`src/rtl/csa_accumulator_ctrl.sv`:
```
// Carry-save multi-beat signed accumulator with valid/ready operand and result ports.
// The running total stays in sum/carry form until a single carry-propagate add at the end.

// 4:2 compressor: two full-adder rows per bit, with a horizontal carry between the rows.
// sum_o + carry_o equals a_i + b_i + c_i + d_i modulo 2^OUT_SIZE (OUT_SIZE = IN_SIZE + 1).
module compressor_4_2_n_bit #(
    parameter int IN_SIZE  = 20,
    parameter int OUT_SIZE = 21
) (
    input  logic [IN_SIZE-1:0]  a_i,
    input  logic [IN_SIZE-1:0]  b_i,
    input  logic [IN_SIZE-1:0]  c_i,
    input  logic [IN_SIZE-1:0]  d_i,
    output logic [OUT_SIZE-1:0] sum_o,
    output logic [OUT_SIZE-1:0] carry_o
);

    logic [IN_SIZE-1:0] s1;
    logic [IN_SIZE-1:0] co1;
    logic [IN_SIZE-1:0] cin;
    logic [IN_SIZE-1:0] s2;
    logic [IN_SIZE-1:0] co2;

    // The first-row carry of bit i becomes the horizontal carry-in of bit i+1.
    assign cin = {co1[IN_SIZE-2:0], 1'b0};

    // Two full-adder rows computed bitwise.
    always_comb begin
        s1  = a_i ^ b_i ^ c_i;
        co1 = (a_i & b_i) | (a_i & c_i) | (b_i & c_i);
        s2  = s1 ^ d_i ^ cin;
        co2 = (s1 & d_i) | (s1 & cin) | (d_i & cin);
    end

    // The top first-row carry lands in the extra sum bit; second-row carries shift up one.
    assign sum_o   = {co1[IN_SIZE-1], s2};
    assign carry_o = {co2, 1'b0};

endmodule

module csa_accumulator_ctrl #(
    parameter int IN_W  = 8,
    parameter int ACC_W = 20,
    parameter int LEN_W = 16
) (
    input  logic             clk_i,
    input  logic             rst_ni,
    input  logic             start_i,
    input  logic [LEN_W-1:0] len_i,
    input  logic             op_valid_i,
    output logic             op_ready_o,
    input  logic [IN_W-1:0]  op_a_i,
    input  logic [IN_W-1:0]  op_b_i,
    output logic             res_valid_o,
    input  logic             res_ready_i,
    output logic [ACC_W-1:0] res_o,
    output logic             busy_o
);

    typedef enum logic [1:0] {
        IDLE    = 2'd0,
        ACCUM   = 2'd1,
        RESOLVE = 2'd2,
        DONE    = 2'd3
    } state_e;

    localparam logic [LEN_W-1:0] ONE = LEN_W'(1);

    state_e           state_q, state_d;
    logic [ACC_W-1:0] sum_q, sum_d;
    logic [ACC_W-1:0] carry_q, carry_d;
    logic [LEN_W-1:0] cnt_q, cnt_d;
    logic [LEN_W-1:0] len_q, len_d;
    logic [ACC_W-1:0] res_q, res_d;
    logic             op_ready_q, op_ready_d;
    logic             res_valid_q, res_valid_d;
    logic             busy_q, busy_d;

    logic [ACC_W-1:0] ext_a;
    logic [ACC_W-1:0] ext_b;
    logic [ACC_W:0]   cmp_sum;
    logic [ACC_W:0]   cmp_carry;
    logic             op_hs;
    logic             unused_msb;

    assign ext_a = {{(ACC_W-IN_W){op_a_i[IN_W-1]}}, op_a_i};
    assign ext_b = {{(ACC_W-IN_W){op_b_i[IN_W-1]}}, op_b_i};

    compressor_4_2_n_bit #(
        .IN_SIZE  (ACC_W),
        .OUT_SIZE (ACC_W + 1)
    ) u_cmp (
        .a_i     (ext_a),
        .b_i     (ext_b),
        .c_i     (sum_q),
        .d_i     (carry_q),
        .sum_o   (cmp_sum),
        .carry_o (cmp_carry)
    );

    // Arithmetic is modulo 2^ACC_W, so the compressor's top bits are dropped.
    assign unused_msb = cmp_sum[ACC_W] ^ cmp_carry[ACC_W];

    // Ready is a registered copy of the state, so the handshake never loops through op_valid_i.
    assign op_hs = op_valid_i & op_ready_q;

    // Next-state, datapath updates and the registered outputs for the following state.
    always_comb begin
        state_d = state_q;
        sum_d   = sum_q;
        carry_d = carry_q;
        cnt_d   = cnt_q;
        len_d   = len_q;
        res_d   = res_q;
        unique case (state_q)
            IDLE: begin
                if (start_i) begin
                    if (len_i != '0) begin
                        len_d   = len_i;
                        sum_d   = '0;
                        carry_d = '0;
                        cnt_d   = '0;
                        state_d = ACCUM;
                    end else begin
                        res_d   = '0;
                        state_d = DONE;
                    end
                end
            end
            ACCUM: begin
                if (op_hs) begin
                    sum_d   = cmp_sum[ACC_W-1:0];
                    carry_d = cmp_carry[ACC_W-1:0];
                    cnt_d   = cnt_q + ONE;
                    if (cnt_q == len_q - ONE) begin
                        state_d = RESOLVE;
                    end
                end
            end
            RESOLVE: begin
                res_d   = sum_q + carry_q;
                state_d = DONE;
            end
            DONE: begin
                if (res_ready_i) begin
                    state_d = IDLE;
                end
            end
            default: begin
                state_d = IDLE;
            end
        endcase
        op_ready_d  = (state_d == ACCUM);
        res_valid_d = (state_d == DONE);
        busy_d      = (state_d != IDLE);
    end

    // State, accumulator and output registers; reset discards any job in flight.
    always_ff @(posedge clk_i or negedge rst_ni) begin
        if (!rst_ni) begin
            state_q     <= IDLE;
            sum_q       <= '0;
            carry_q     <= '0;
            cnt_q       <= '0;
            len_q       <= '0;
            res_q       <= '0;
            op_ready_q  <= 1'b0;
            res_valid_q <= 1'b0;
            busy_q      <= 1'b0;
        end else begin
            state_q     <= state_d;
            sum_q       <= sum_d;
            carry_q     <= carry_d;
            cnt_q       <= cnt_d;
            len_q       <= len_d;
            res_q       <= res_d;
            op_ready_q  <= op_ready_d;
            res_valid_q <= res_valid_d;
            busy_q      <= busy_d;
        end
    end

    assign op_ready_o  = op_ready_q;
    assign res_valid_o = res_valid_q;
    assign busy_o      = busy_q;
    assign res_o       = res_valid_q ? res_q : '0;

endmodule

```
`config.mk`:
```
export PLATFORM = sky130hd
export DESIGN_NAME = csa_accumulator_ctrl
export DESIGN_NICKNAME = d
export VERILOG_FILES = /design/src/rtl/csa_accumulator_ctrl.sv
export SDC_FILE = /design/constraint.sdc
export NUM_CORES = 1
export LEC_CHECK = 0
export CAP_MARGIN = 0
export CORE_ASPECT_RATIO = 0.6
export CORE_MARGIN = 1.5
export CORE_UTILIZATION = 40
export CTS_BUF_LIST = sky130_fd_sc_hd__clkbuf_4 sky130_fd_sc_hd__clkbuf_8 sky130_fd_sc_hd__clkbuf_16
export CTS_CLUSTER_SIZE = 8
export DETAILED_ROUTE_END_ITERATION = 10
export SLEW_MARGIN = 30
export SYNTH_ARGS = -nofsm -noshare
export SYNTH_HDL_FRONTEND = slang
export SYNTH_HIERARCHICAL = 1
export SYNTH_SLANG_ARGS = --single-unit
export TNS_END_PERCENT = 1
```
`constraint.sdc`:
```
create_clock -name clk_i -period 6.2 [get_ports clk_i]
set_input_delay 1.24 -clock clk_i [delete_from_list [all_inputs] [get_ports clk_i]]
set_output_delay 1.24 -clock clk_i [all_outputs]
set_load 0.02 [all_outputs]
```
Yosys cells after proc, flatten, opt, wreduce, memory -nomap -nowiden
Index checks and enable logic that the tools add are counted.
{"block": "classes", "n_addsub": 3, "eq_ne": 10, "n_mux": 20, "n_bitwise": 15, "n_reduce_logical": 8}
{"operator": "$mux W20", "n": 7}
{"operator": "$pmux W20 S2", "n": 3}
{"operator": "$and A19 B19 Y19", "n": 6}
{"operator": "$xor A20 B20 Y20", "n": 4}
{"operator": "$or A19 B19 Y19", "n": 4}
{"operator": "$mux W16", "n": 3}
{"operator": "$pmux W16 S2", "n": 1}
{"operator": "$add A20 B20 Y20", "n": 1}
{"operator": "$add A16 B1 Y16 const B", "n": 1}
{"operator": "$eq A16 B16 Y1", "n": 1}
{"operator": "$reduce_bool A16 Y1", "n": 1}
{"operator": "$sub A16 B1 Y16 const B", "n": 1}
{"operator": "$mux W2", "n": 5}
{"operator": "$ne A2 B2 Y1 const B", "n": 4}
{"operator": "$pmux W2 S4", "n": 1}
{"operator": "$eq A2 B2 Y1 const B", "n": 3}
{"operator": "$reduce_and A3 Y1", "n": 2}
{"operator": "$reduce_bool A2 Y1", "n": 3}
{"operator": "$eq A2 B1 Y1 const B", "n": 2}
{"operator": "$reduce_and A4 Y1", "n": 1}
{"operator": "$logic_not A2 Y1", "n": 1}
{"operator": "$and A1 B1 Y1", "n": 1}
{"block": "word_totals", "ff_bits": 97, "input_bits": 37, "wordCells": 65}

Longest topological paths before layout
Gate-level depths: netlist (run 1).
{"block": "logic_depth", "word_depth": 8, "ltp_mapped": 10, "depth_no_buf": 9}

By module
Netlist (run 1), hierarchy kept.
{"mod": "csa_accumulator_ctrl", "n_inst": 1, "cells_each": 607, "area_per_inst_um2": 5465.2}
{"mod": "compressor_4_2_n_bit", "n_inst": 1, "cells_each": 47, "area_per_inst_um2": 823.3}

Worst setup path before layout (run 1)
OpenSTA, ideal clock, no wires.
{"block": "synth_path", "kind": "input to register", "from": "input start_i", "to": "register cnt_q[13]", "t_arrival_ns": 3.075, "t_required_ns": 6.122, "slack_ns": 3.047, "cell_stages": 7, "cell_sequence": "or3b_2 > a41o_1 > clkbuf_1 > a21oi_1 > nand4_1 > or3_1 > a21oi_1"}
{"block": "synth_via", "elab_chain_cells": 2}
{"item": "start: declaration", "line": "48", "text": "input logic start_i,"}
{"item": "$ne A2 B2 Y1 (no line)"}
{"item": "$reduce_and A4 Y1 (no line)"}
{"item": "end signal: assignment", "line": "174", "text": "cnt_q <= cnt_d;"}
{"item": "end: declaration", "line": "72", "text": "logic [LEN_W-1:0] cnt_q, cnt_d;"}
No other way between the ends.
A chain may end at the register's enable or synchronous reset.

Final worst setup path (run 1)
{"block": "layout_path", "from": "input start_i", "to": "register cnt_q[11]"}
Same word-level chain as after synthesis.

==> key figures, run 1 <==
Run status
  • Status: finished, final reports clean

Layout
  • Final core occ: 0.4821
  • Area Growth Syn to Fin: 17.90%
  • Share of cells above drive strength 1: 0.06676
  • Diodes inserted: 0
  • Final net count: 798

Floorplanning
  • Initial Utilization: 0.4089
  • Core area: 0.01537 mm^2
  • Die Y-Extent: 100.1 um
  • Full die area: 0.01650 mm^2
  • I/O pin count: 60
  • Die X: 164.8 um
  • Row cnt: 35

Critical path
  • Worst EP required: 6410 ps
  • Critical path startpoint category: primary input
  • R2R depth: 9
  • Worst path arrival time: 4020 ps
  • Crit Path Category: in2reg
  • Crit Path Max Fanout: 17
  • Kind of end point of the critical path: flop

STA
  • Crit share post-route: 0.6131
  • Slew Limit Fails: 0
  • Final hold violations: 0
  • Relative slew margins: 0.4476
  • RSZ-0062 raised after global routing: no
  • Setup TNS: 0 ps
  • Setup slack after layout: 2399 ps
  • Min Tclk post-route: 3801 ps
  • Worst Skew: 11.28 ps
  • Endpoints failing setup: 0
  • Least-Margin Pin Slew: 825.5 ps
  • FMAX: 263.1 MHz

Place
  • GPL Wtd Cong: 0.8584
  • Port buffer count: 59
  • DPL Wire Length: 11.87 mm
  • Pre-CTS setup slack: 2064 ps

Worst hold path
  • Hold Path Depth: 2
  • Hold Path Class: reg2reg

Drt
  • DRC: 0
  • Via count: 4,905
  • Routed WL: 15.80 mm
  • Via density: 5.408
  • DR pass1 iterations: 5
  • Iter 0 DRT Violations: 349
  • DR WL/cell: 17.42 um
  • ANT nets after route: 0

Logic synthesis
  • Syn Area/Cell: 9.624 um^2
  • Synth Instances: 653
  • Syn_nets: 752
  • YS warnings: 6
  • Post-synthesis cell area: 0.006285 mm^2

Global routing
  • Largest net degree at the start of global routing: 68
  • Initial antenna violation count: 0
  • Vias in the first global route: 4,569
  • Global-route wire length before repair: 25.43 mm
  • GR Overflow Total: 0
  • Total Routing Usage GR: 0.2039

Clocking
  • Clk buf depth: 2
  • TritonCTS clock tree: built
  • Post_cts resized: 0
  • Clock buffer count from CTS: 9
  • Post-CTS setup buffers: 0
  • Clk_lat worst skew: 350 ps
  • Root Buffer Master: clkbuf_16
  • # hold bufs at CTS: 0
  • Clock transition at path regs: 70 ps
  • Clock H-tree levels: 3
  • CTS Sinks: 97

Power
  • Pwr dens: 438.3 mW/mm^2
  • Peak supply drop: 0.1571 mV
  • P_leak: 3.197 nW

Job
  • Max-Cap Viols: 0
==> power by group <==
group          total [mW]  switching (mW)  internal [mW]
clock               0.673           0.259          0.413
sequential           1.07           0.253          0.820
combinational        1.50           0.855          0.647
total                3.25            1.37           1.88
==> placed cells by master (no fill, tap or decap), types with 7 or more instances in the layout <==
cell type / n
mux2_2: 14
nand3_1: 13
nor4_1: 7
o21ai_0: 67
a21oi_1: 24
nor3_1: 13
ha_1: 22
nand2_1: 111
nor2_1: 29
inv_1: 19
a22o_1: 7
xor2_1: 16
nand4_1: 10
xnor2_1: 25
a21o_1: 12
or3_1: 7
and2_1: 21
fa_1: 40
dfrtp_1: 97
clkbuf_16: 9
clkdlybuf4s50_1: 57
==> routing by layer <==
| metal | vias up | share of wire | GRT usage |
|---|---|---|---|
| met2 | 126 | 0.37 | 0.2456 |
| met1 | 2417 | 0.56 | 0.3543 |
| met3 | 10 | 0.065 | 0.04545 |
| li1 | 2352 | - | - |
| met5 | - | 0 | 0 |
| met4 | 0 | 0.0061 | 0.03604 |
==> registers in the layout, summed over array words and instances (netlist names) <==
name,flops
carry_q,20
res_q,20
sum_q,20
cnt_q,16
len_q,16
state_q,2
busy_o,1
op_ready_o,1
res_valid_o,1
==> critical path, stage by stage <==
cell and delay (ps):
clkdlybuf4s50_1 520, or3b_2 480, a41o_1 500, a21oi_1 420
nand4_1 320, nor3_1 300, xnor2_1 160, nor2_1 60
==> worst paths after layout <==
kind,start,end,slack [ps]
hold reg to reg,res_q[2]$_DFFE_PN0P_,res_q[2]$_DFFE_PN0P_,470
hold / removal,res_q[2]$_DFFE_PN0P_,res_q[2]$_DFFE_PN0P_,470
max in group asynchronous,rst_ni,res_q[8]$_DFFE_PN0P_,4430
setup reg to reg,sum_q[0]$_DFFE_PN0P_,res_q[14]$_DFFE_PN0P_,3030
min in group asynchronous,rst_ni,cnt_q[6]$_DFFE_PN0P_,820
setup / recovery,start_i,cnt_q[11]$_DFFE_PN0P_,2400
==> per-stage QoR <==
stage | cell area [um^2] | power (mW) | cells | hold slack (ps)
finish | 7410 | 3.247 | 907 | 469.9
global route | 7410 | 3.518 | 907 | 505.8
CTS | 7408 | 3.246 | 907 | 480.0
detailed placement | 7054 | 2.553 | 891 | 464.1
global placement | 7052 | 2.522 | 891 | 456.3
floorplan | 6285 | 2.084 | 653 | 442.4
==> final cells by class <==
cell class / instances / area (um^2)
clock buffers: 11 / 246.5
fillers: 1416 / 7961
inverters: 19 / 71.32
clock inverters: 5 / 107.6
flip-flops and latches: 97 / 2427
repair buffers: 64 / 624.3
well taps: 203 / 254.0
multi-input cells: 508 / 3679
Power figures use the tool's default switching activity.
==> inputs of run 2 (changes only) <==
==> constraint.sdc (replaced) <==
create_clock -name clk_i -period 3.5 [get_ports clk_i]
set_input_delay 0.7 -clock clk_i [delete_from_list [all_inputs] [get_ports clk_i]]
set_output_delay 0.7 -clock clk_i [all_outputs]
set_load 0.02 [all_outputs]
==> run 2 against run 1 <==
  * Worst hold slack worse by 120 ps
  * Count of clock-buffer cells in the layout fell by 1
  * Die area unchanged
  * Sequential power rose by 78%
  * Clock power up 52%
  * Via count is 2.3% higher
  * Critical endpoint is now res_q[14]$_DFFE_PN0P_
  * Core utilization up 0.065 points
==> key figures, run 2 (synthesized netlist as in run 1, its figures left out) <==
Floorplanning
  • Die Y-Extent: 100.1 um (unchanged)
  • Initial Utilization: 0.4089 (unchanged)
  • Row cnt: 35 (unchanged)
  • Core area: 0.01537 mm^2 (unchanged)
  • Full die area: 0.01650 mm^2 (unchanged)
  • I/O pin count: 60 (unchanged)
  • Die X: 164.8 um (unchanged)

Layout
  • Most frequent cells in the layout: 111 x nand2_1, 97 x dfrtp_1, 67 x o21ai_0
  • Register area: 0.002427 mm^2 (unchanged)
  • Filler Cells Inserted: 1,400 (-1.1%)
  • Area Growth Syn to Fin: 18.06%
  • Area of the multi-input gates: 0.003674 mm^2 (-0.14%)
  • Share of cells above drive strength 1: 0.07433 (+0.007572)
  • Design Area, Final: 0.007420 mm^2 (+0.14%)
  • Largest regs: carry_q: 20 flops, res_q: 20 flops, sum_q: 20 flops
  • Commonest non-fill, non-tap cell in the layout: nand2_1
  • Diodes inserted: 0 (unchanged)
  • Final net count: 807 (+1.1%)

STA
  • Crit share post-route: 0.8939
  • RSZ-0062 raised after global routing: no
  • Worst Skew: 6.502 ps (-4.775 ps)
  • Endpoints failing setup: 0 (unchanged)
  • Min Tclk post-route: 3129 ps
  • Worst hold slack: 354.7 ps (-115.2 ps)
  • FMAX: 319.6 MHz
  • Setup TNS: 0 ps (unchanged)
  • Relative slew margins: 0.3781 (-0.06947)
  • Slew Limit Fails: 0 (unchanged)
  • Least-Margin Pin Slew: 929.3 ps (+103.8 ps)
  • Final hold violations: 0 (unchanged)

Power
  • Peak supply drop: 0.2977 mV (+89%)
  • P_leak: 3.204 nW (+0.22%)
  • Pwr dens: 754.1 mW/mm^2 (+72%)

Clocking
  • Post-CTS setup buffers: 0 (unchanged)
  • # hold bufs at CTS: 0 (unchanged)
  • Clk_lat worst skew: 350 ps (about the same)
  • Root Buffer Master: clkbuf_16
  • Clock buffer count from CTS: 9 (unchanged)
  • Post_cts resized: 0 (unchanged)
  • Clk buf depth: 2 (unchanged)
  • CTS Sinks: 97 (unchanged)
  • Clock H-tree levels: 3 (unchanged)
  • TritonCTS clock tree: built
  • Clock transition at path regs: 70 ps (about the same)

Critical path
  • Worst EP required: 3730 ps (-2680 ps)
  • Crit Path Max Fanout: 3 (-14)
  • Kind of end point of the critical path: flop
  • Crit Path Category: reg2reg
  • Worst path arrival time: 3360 ps (-660 ps)
  • Critical path startpoint category: flop

Drt
  • Wire length on met3: 1.112 mm (+7.4%)
  • Via count: 5,020 (+2.3%)
  • WL met2: 5.891 mm (+1.9%)
  • DR WL/cell: 17.59 um (+0.97%)
  • DRC: 0 (unchanged)
  • DR pass1 iterations: 5 (unchanged)
  • ANT nets after route: 0 (unchanged)
  • Iter 0 DRT Violations: 367 (+5.2%)
  • Met1 wire length: 9.004 mm (+1.3%)
  • Via density: 5.480 (+1.3%)
  • Routed WL: 16.12 mm (+2.0%)
  • Highest metal used: met4

Global routing
  • Vias in the first global route: 4,757 (+4.1%)
  • Initial antenna violation count: 0 (unchanged)
  • GR Overflow Total: 0 (unchanged)
  • Total Routing Usage GR: 0.2136 (+0.009687)
  • Global-route wire length before repair: 26.83 mm (+5.5%)
  • Largest net degree at the start of global routing: 49 (-28%)

Place
  • Port buffer count: 59 (unchanged)
  • GPL Wtd Cong: 0.8848 (+3.1%)
  • Placed standard-cell area: 0.007119 mm^2 (+0.92%)
  • DPL Wire Length: 12.34 mm (+3.9%)

Worst hold path
  • Hold Path Class: in2async

Job
  • Max-Cap Viols: 0 (unchanged)

Run status
  • Status: finished, final reports clean
-- run 2: changes by cell type in the layout (fill, tap and decap cells not counted), sizes merged --
cell / before / now
buf: 7 / 15
bufinv: 3 / 1
inv: 21 / 20
clkinvlp: 0 / 2
clkinv: 0 / 2
clkbuf: 11 / 10
clkdlybuf4s50: 57 / 58
-- run 2: path summary, 6_finish.rpt --
| check | start | to | slack (ps) | depth (start not counted) |
|---|---|---|---|---|
| max reg2reg | sum_q[0]$_DFFE_PN0P_ | res_q[14]$_DFFE_PN0P_ | 370 | 9 |
| min | rst_ni | cnt_q[1]$_DFFE_PN0P_ | 350 | 1 |
| min in group clk_i | res_q[12]$_DFFE_PN0P_ | res_q[12]$_DFFE_PN0P_ | 480 | 2 |
| min reg2reg | res_q[12]$_DFFE_PN0P_ | res_q[12]$_DFFE_PN0P_ | 480 | 2 |
| max in group asynchronous | rst_ni | res_q[1]$_DFFE_PN0P_ | 2420 | 2 |
| max | sum_q[0]$_DFFE_PN0P_ | res_q[14]$_DFFE_PN0P_ | 370 | 9 |
-- run 2: layout make-up --
cell class | instances | share of cell area
Multi-Input combinational cell | 508 | 0.4951
Clock buffer | 10 | 0.03137
Clock inverter | 6 | 0.009106
Tap cell | 203 | 0.03423
Timing Repair Buffer | 73 | 0.09342
Sequential cell | 97 | 0.3272
Inverter | 19 | 0.009612
-- run 2: routing by layer --
| layer | track usage | vias to the layer above |
|---|---|---|
| li1 | - | 2377 |
| met1 | 0.3725 | 2473 |
| met2 | 0.2573 | 162 |
| met3 | 0.04504 | 8 |
| met4 | 0.03950 | 0 |
| met5 | 0 | - |
-- run 2: power by group --
group	internal (mW)	total [mW]	switching [mW]
Clock	0.565	1.02	0.453
Sequential	1.45	1.90	0.450
Combinational	1.15	2.67	1.52
Total	3.17	5.60	2.42
-- run 2: through the flow --
stage	utilization	power [mW]	setup slack, ps	instances
after floorplan	-	3.692	722.5	653
after global placement	0.4632	4.451	357.0	900
after detailed placement	0.4632	4.519	197.6	900
after CTS	0.4827	5.570	439.3	916
after global routing	0.4827	6.070	208.1	916
final	0.4827	5.595	371.5	916
-- run 2: critical path: stages, from the launching register on --
cell and delay [ps]:
dfrtp_1 420, ha_1 240, fa_1 430, a211o_1 300, a2111oi_0 540, o31ai_1 210
o31a_1 290, o21ai_0 300, mux2i_1 230, nand2_1 60
==> inputs of run 3 (changes only) <==
--- a/config.mk
+++ b/config.mk
@@ -5,6 +5,7 @@
 export SDC_FILE = /design/constraint.sdc
 export NUM_CORES = 1
 export LEC_CHECK = 0
+export ABC_CLOCK_PERIOD_IN_PS = 3500
 export CAP_MARGIN = 0
 export CORE_ASPECT_RATIO = 0.6
 export CORE_MARGIN = 1.5
==> results of run 3 <==
No change in the layout: final DEF, timing and power equal those of run 2.
